$ cat src/rtl/usr_pkg.sv
// Shared definitions for universal_shift_reg: mode encodings and per-bit cell mux selects.
// Rotate modes are only decoded when USR_ROTATE_EN is defined.
package usr_pkg;

    typedef logic [2:0] mode_t;

    localparam mode_t MODE_HOLD = 3'b000;
    localparam mode_t MODE_SHR  = 3'b001;
    localparam mode_t MODE_SHL  = 3'b010;
    localparam mode_t MODE_LOAD = 3'b011;
    localparam mode_t MODE_ROR  = 3'b100;
    localparam mode_t MODE_ROL  = 3'b101;

    typedef logic [1:0] cell_sel_t;

    // LEFT takes bit i+1 (shift right), RIGHT takes bit i-1 (shift left)
    localparam cell_sel_t CELL_HOLD  = 2'd0;
    localparam cell_sel_t CELL_LEFT  = 2'd1;
    localparam cell_sel_t CELL_RIGHT = 2'd2;
    localparam cell_sel_t CELL_LOAD  = 2'd3;

endpackage

$ cat src/rtl/usr_bit_cell.sv
// One register bit: 4:1 next-value mux feeding an async-reset flop with its own reset value.
module usr_bit_cell
    import usr_pkg::*;
#(
    parameter logic RST_VAL = 1'b0
) (
    input  logic       clk,
    input  logic       rst,
    input  logic [1:0] sel,
    input  logic       left,
    input  logic       right,
    input  logic       load_bit,
    output logic       q
);

    logic d;

    always_comb begin
        d = q;
        case (sel)
            CELL_HOLD:  d = q;
            CELL_LEFT:  d = left;
            CELL_RIGHT: d = right;
            CELL_LOAD:  d = load_bit;
            default:    d = q;
        endcase
    end

    always_ff @(posedge clk or posedge rst) begin
        if (rst) begin
            q <= RST_VAL;
        end else begin
            q <= d;
        end
    end

endmodule

$ cat src/rtl/universal_shift_reg.sv
// Universal shift register: hold / shift right / shift left / parallel load, with word counting.
// Define USR_ROTATE_EN to add the ROR/ROL modes; otherwise those encodings act as HOLD.
module universal_shift_reg
    import usr_pkg::*;
#(
    parameter int unsigned       WIDTH     = 8,
    parameter logic [WIDTH-1:0]  RESET_VAL = '0,
    localparam int unsigned      CNT_W     = $clog2(WIDTH)
) (
    input  logic              clk,
    input  logic              rst,
    input  logic [2:0]        mode,
    input  logic              sin,
    input  logic [WIDTH-1:0]  pin,
    output logic [WIDTH-1:0]  pout,
    output logic              sout,
    output logic [CNT_W-1:0]  bit_cnt,
    output logic              word_valid
);

    localparam logic [CNT_W-1:0] CNT_MAX = CNT_W'(WIDTH - 1);

    logic [WIDTH-1:0] q;
    logic [1:0]       sel;
    logic             shift_r;
    logic             shift_l;
    logic             load;
    logic             shr_in;
    logic             shl_in;
    logic             dir;

    always_comb begin
        sel     = CELL_HOLD;
        shift_r = 1'b0;
        shift_l = 1'b0;
        load    = 1'b0;
        case (mode)
            MODE_SHR: begin
                sel     = CELL_LEFT;
                shift_r = 1'b1;
            end
            MODE_SHL: begin
                sel     = CELL_RIGHT;
                shift_l = 1'b1;
            end
            MODE_LOAD: begin
                sel  = CELL_LOAD;
                load = 1'b1;
            end
`ifdef USR_ROTATE_EN
            MODE_ROR: begin
                sel     = CELL_LEFT;
                shift_r = 1'b1;
            end
            MODE_ROL: begin
                sel     = CELL_RIGHT;
                shift_l = 1'b1;
            end
`endif
            default: sel = CELL_HOLD;
        endcase
    end

`ifdef USR_ROTATE_EN
    // Rotates reuse the shift paths; only the bit entering at the edge changes
    always_comb begin
        shr_in = sin;
        shl_in = sin;
        if (mode == MODE_ROR) shr_in = q[0];
        if (mode == MODE_ROL) shl_in = q[WIDTH-1];
    end
`else
    assign shr_in = sin;
    assign shl_in = sin;
`endif

    for (genvar i = 0; i < WIDTH; i++) begin : g_cell
        logic left_nb;
        logic right_nb;

        if (i == WIDTH - 1) begin : g_top
            assign left_nb = shr_in;
        end else begin : g_mid_l
            assign left_nb = q[i+1];
        end

        if (i == 0) begin : g_bot
            assign right_nb = shl_in;
        end else begin : g_mid_r
            assign right_nb = q[i-1];
        end

        usr_bit_cell #(
            .RST_VAL (RESET_VAL[i])
        ) u_cell (
            .clk      (clk),
            .rst      (rst),
            .sel      (sel),
            .left     (left_nb),
            .right    (right_nb),
            .load_bit (pin[i]),
            .q        (q[i])
        );
    end

    always_ff @(posedge clk or posedge rst) begin
        if (rst) begin
            dir        <= 1'b0;
            bit_cnt    <= '0;
            word_valid <= 1'b0;
        end else begin
            word_valid <= 1'b0;
            if (shift_r) dir <= 1'b0;
            if (shift_l) dir <= 1'b1;
            if (load) begin
                bit_cnt <= '0;
            end else if (shift_r || shift_l) begin
                if (bit_cnt == CNT_MAX) begin
                    bit_cnt    <= '0;
                    word_valid <= 1'b1;
                end else begin
                    bit_cnt <= bit_cnt + 1'b1;
                end
            end
        end
    end

    assign pout = q;
    assign sout = dir ? q[WIDTH-1] : q[0];

endmodule
$ cat config.mk
export PLATFORM = sky130hd
export DESIGN_NAME = universal_shift_reg
export DESIGN_NICKNAME = d
export VERILOG_FILES = /design/src/rtl/usr_pkg.sv /design/src/rtl/usr_bit_cell.sv /design/src/rtl/universal_shift_reg.sv
export SDC_FILE = /design/constraint.sdc
export NUM_CORES = 1
export LEC_CHECK = 0
export CAP_MARGIN = 10
export CORE_ASPECT_RATIO = 0.9
export CORE_UTILIZATION = 43
export CTS_BUF_LIST = sky130_fd_sc_hd__clkbuf_16
export DETAILED_ROUTE_END_ITERATION = 8
export PLACE_DENSITY = 0.84
export REMOVE_ABC_BUFFERS = 1
export SYNTH_ARGS = -nofsm -noshare
export SYNTH_HDL_FRONTEND = slang
export SYNTH_HIERARCHICAL = 1
export SYNTH_SLANG_ARGS = --single-unit
$ cat constraint.sdc
create_clock -name clk -period 1.9 [get_ports clk]
set_input_delay 0.285 -clock clk [delete_from_list [all_inputs] [get_ports clk]]
set_output_delay 0.285 -clock clk [all_outputs]
set_load 0.01 [all_outputs]
==> impl_results.md <==
- Residual DRC count: 0
- Post-synth EDFFs: 0
- R2r startpoint: bit_cnt[0]$_DFFE_PP0P_
- 1st-pass router iterations: 3
- Ranking of synthesized cells by area: dfrtp_1 43%, mux4_2 24%, buf_4 7.9%
- Grt total ovfl: 0
- Final Wtd Congestion: 0.732
- Fmax: 587 MHz
- Synth Flop Type: dfrtp_1
- Hold WC Path Type: primary input to async pin
- Share of the synthesized area in the top cell type: 42.6%
- RSZ-0062 raised after global routing: no
- Number of core rows: 14
- Worst vdd ir: approximately 630 uV
- Top delay family on crit path: buffers and inverters
- Rel. slew slack: 75.5%
- R2r endpoint: bit_cnt[2]$_DFFE_PP0P_
- First-pass GRT wire length: 2480 um
- FFs w/ async S/R, synth: 100%
- Detail Route Antenna Nets: 0
- Slowest cell on the critical path: clkdlybuf4s50_1
- CP Max Fanout: 3
- Fin crit period: approximately 1.7 ns
- CP endpoint: sout
- Diodes inserted: 0
- WP data required: 1.62 ns
- Crit path buf inv count: 1
- Synthesis Warnings: 6
- Setup crit start kind: flip-flop
- Post-synth top area cell: dfrtp_1
- Final Setup Violations: 0
- Arr. time, crit path: around 1.4 ns
- Initial Util: 45.9%
- H-tree Lvls: 1
- Tot GR Track Use: 17.9%
- Register area share after synthesis: 42.6%
- Count leader, synth: dfrtp_1
- CTS buffer count: 3
- Mapped Area: ~760 sq um
- Largest net degree at the start of global routing: 11
- TritonCTS clock tree: yes
- Number of fill cells in the layout: 138
- Clock buffer depth: 2
- PwrDens: 1290 mW/mm^2
- Post-route setup TNS: 0 ns
- Port Buffers: 26
- Initial drt markers: 5
- Detailed-route via count: 564
- Clock transition at path regs: ~0.040 ns
- Net Sw Power: between 0.3 and 0.4 mW
- Clock root buffer: clkbuf_16
- Setup CP Type: flip-flop to output pin
- Die area: 0.00195 sq mm
- Clk sinks: 13
- Die X: 46.4 um
- Initial antenna violation count: 0
- Syn_area_per_cell: 12.7 sq um
- Post-CTS sizing: 0
- Die H: approximately 42 um
- Area Overhead vs Synth: 44.4%
- Max-cap violations: 0
- WL/cell: 13.8 um
- R2R depth: 5
- Share of cells above drive strength 1: between 20% and 30%
- Final #Nets: 103
- Internal: 1.03 mW
- Core ar.: about 0.0017 sq mm
- WL final: 1520 um
- Register-to-register path setup slack: 0.42 ns
- Crit path depth: 2
- Hpwl dp: 1150 um
- Sequential power share: about a third
- Worst-skew pair later-pin latency: 0.24 ns
- Comb pwr share: 38.2%
- Status: finished clean
- Worst Max-Slew Pin Slew: 0.367 ns
- Crit-path cells: mux2_2 > clkdlybuf4s50_1
- Setup bufs post-CTS: 0
- Synth Register Bits: 13
- Routed vias/inst: 5.13
- Leak: 0.487 nW
- Sequential cell area: 325 sq um
- Post-synth top cells: 13 x dfrtp_1, 10 x inv_1, 8 x buf_4, 8 x mux4_2
- Tcrit/Tclk final: about nine tenths
- Number of global-route vias before repair: 560
- Sw Ratio: 27.6%
- Critical Path Max Stage Delay: 0.47 ns
- Cells after synthesis: 60
- Io pins: 27
- Multi-input gate area: approximately 340 sq um
- Clock share of power: 27.2%
- Clk_skew: 0.00125 ns
- Hold_buf cts: 0
- Worst Setup End Kind: output pin
- Max-slew violation count: 0
- Crit path from: dir$_DFFE_PP0P_
- Dpl cell area: around 0.0010 sq mm
- Cell area after layout: 0.00110 sq mm
- Final Hold Vio Count: 0
- Distinct cell type count after synthesis: 18
worst min path at each step:
stage	start	to	slack [ns]	cells past startpoint
2_1_floorplan	rst	g_cell[0].u_cell/q$_DFFE_PP0P_	0.01	1
3_3_place_gp	dir$_DFFE_PP0P_	dir$_DFFE_PP0P_	0.52	2
3_5_place_dp	bit_cnt[1]$_DFFE_PP0P_	bit_cnt[1]$_DFFE_PP0P_	0.53	1
4_1_cts	rst	g_cell[3].u_cell/q$_DFFE_PP0P_	0.40	2
5_1_grt	rst	g_cell[7].u_cell/q$_DFFE_PP0P_	0.42	2
6_report	rst	g_cell[3].u_cell/q$_DFFE_PP0P_	0.40	2
cell type report:
cell class              instances  area share [%]
flip-flops and latches         13            29.5
inverters                      10            3.40
clock inverters                 1           0.340
clock buffers                   3            6.80
well taps                      24            2.72
repair buffers                 30            26.3
multi-input cells              29            31.0
metrics by stage:
stage	util, %	hold slack [ns]	cells	worst slack (ns)	power (mW)
floorplan	-	0.0137	52	0.501	0.725
global placement	61.6	0.519	106	0.0764	1.02
detailed placement	61.6	0.532	106	0.0363	1.04
CTS	66.3	0.398	110	0.186	1.44
global route	66.3	0.418	110	0.158	1.50
finish	66.3	0.403	110	0.198	1.42
cell usage in the layout, fill, tap and decap left out, drive strengths merged:
cell and count:
nor2b 3, mux2 1, nor2 3, clkbuf 3, mux2i 1, o21bai 1, clkdlybuf4s50 26, a22oi 1
and2 1, xnor2 1, mux4 8, o21ai 4, buf 4, a22o 1, ha 2, inv 11
a32oi 2, dfrtp 13
sequential cells by signal, summed over array words and instances, names as in the netlist:
register and flops:
word_valid 1, bit_cnt 3, dir 1, g_cell.u_cell/q 8
power by group through the flow:
stage | combinational, mW | sequential (mW) | clock [mW]
2_1_floorplan | 0.209 | 0.516 | 0
3_3_place_gp | 0.532 | 0.490 | 0
3_5_place_dp | 0.547 | 0.493 | 0
4_1_cts | 0.550 | 0.493 | 0.397
5_1_grt | 0.589 | 0.507 | 0.408
6_report | 0.543 | 0.492 | 0.386
kinds of logic after synthesis:
kind of cell	count (synthesis)	synth area share [%]
AO/OA/AOI/OAI	9	8.18
XOR/XNOR	1	1.15
adder cells (fa/ha/maj)	2	3.27
buffers and inverters	18	12.8
flip-flops	13	42.6
multiplexers	10	26.3
AND/OR/NAND/NOR	7	5.73
per-layer routing:
metal  share of wire [%]  global-route usage [%]  vias to the layer above
li1                    -                       -                      259
met1                  46                    27.0                      285
met2                  48                    25.0                       20
met3                 5.7                    3.88                        0
met4                   0                    7.06                        0
met5                   0                       0                        -
No activity file was read; power rests on OpenSTA's default activity.
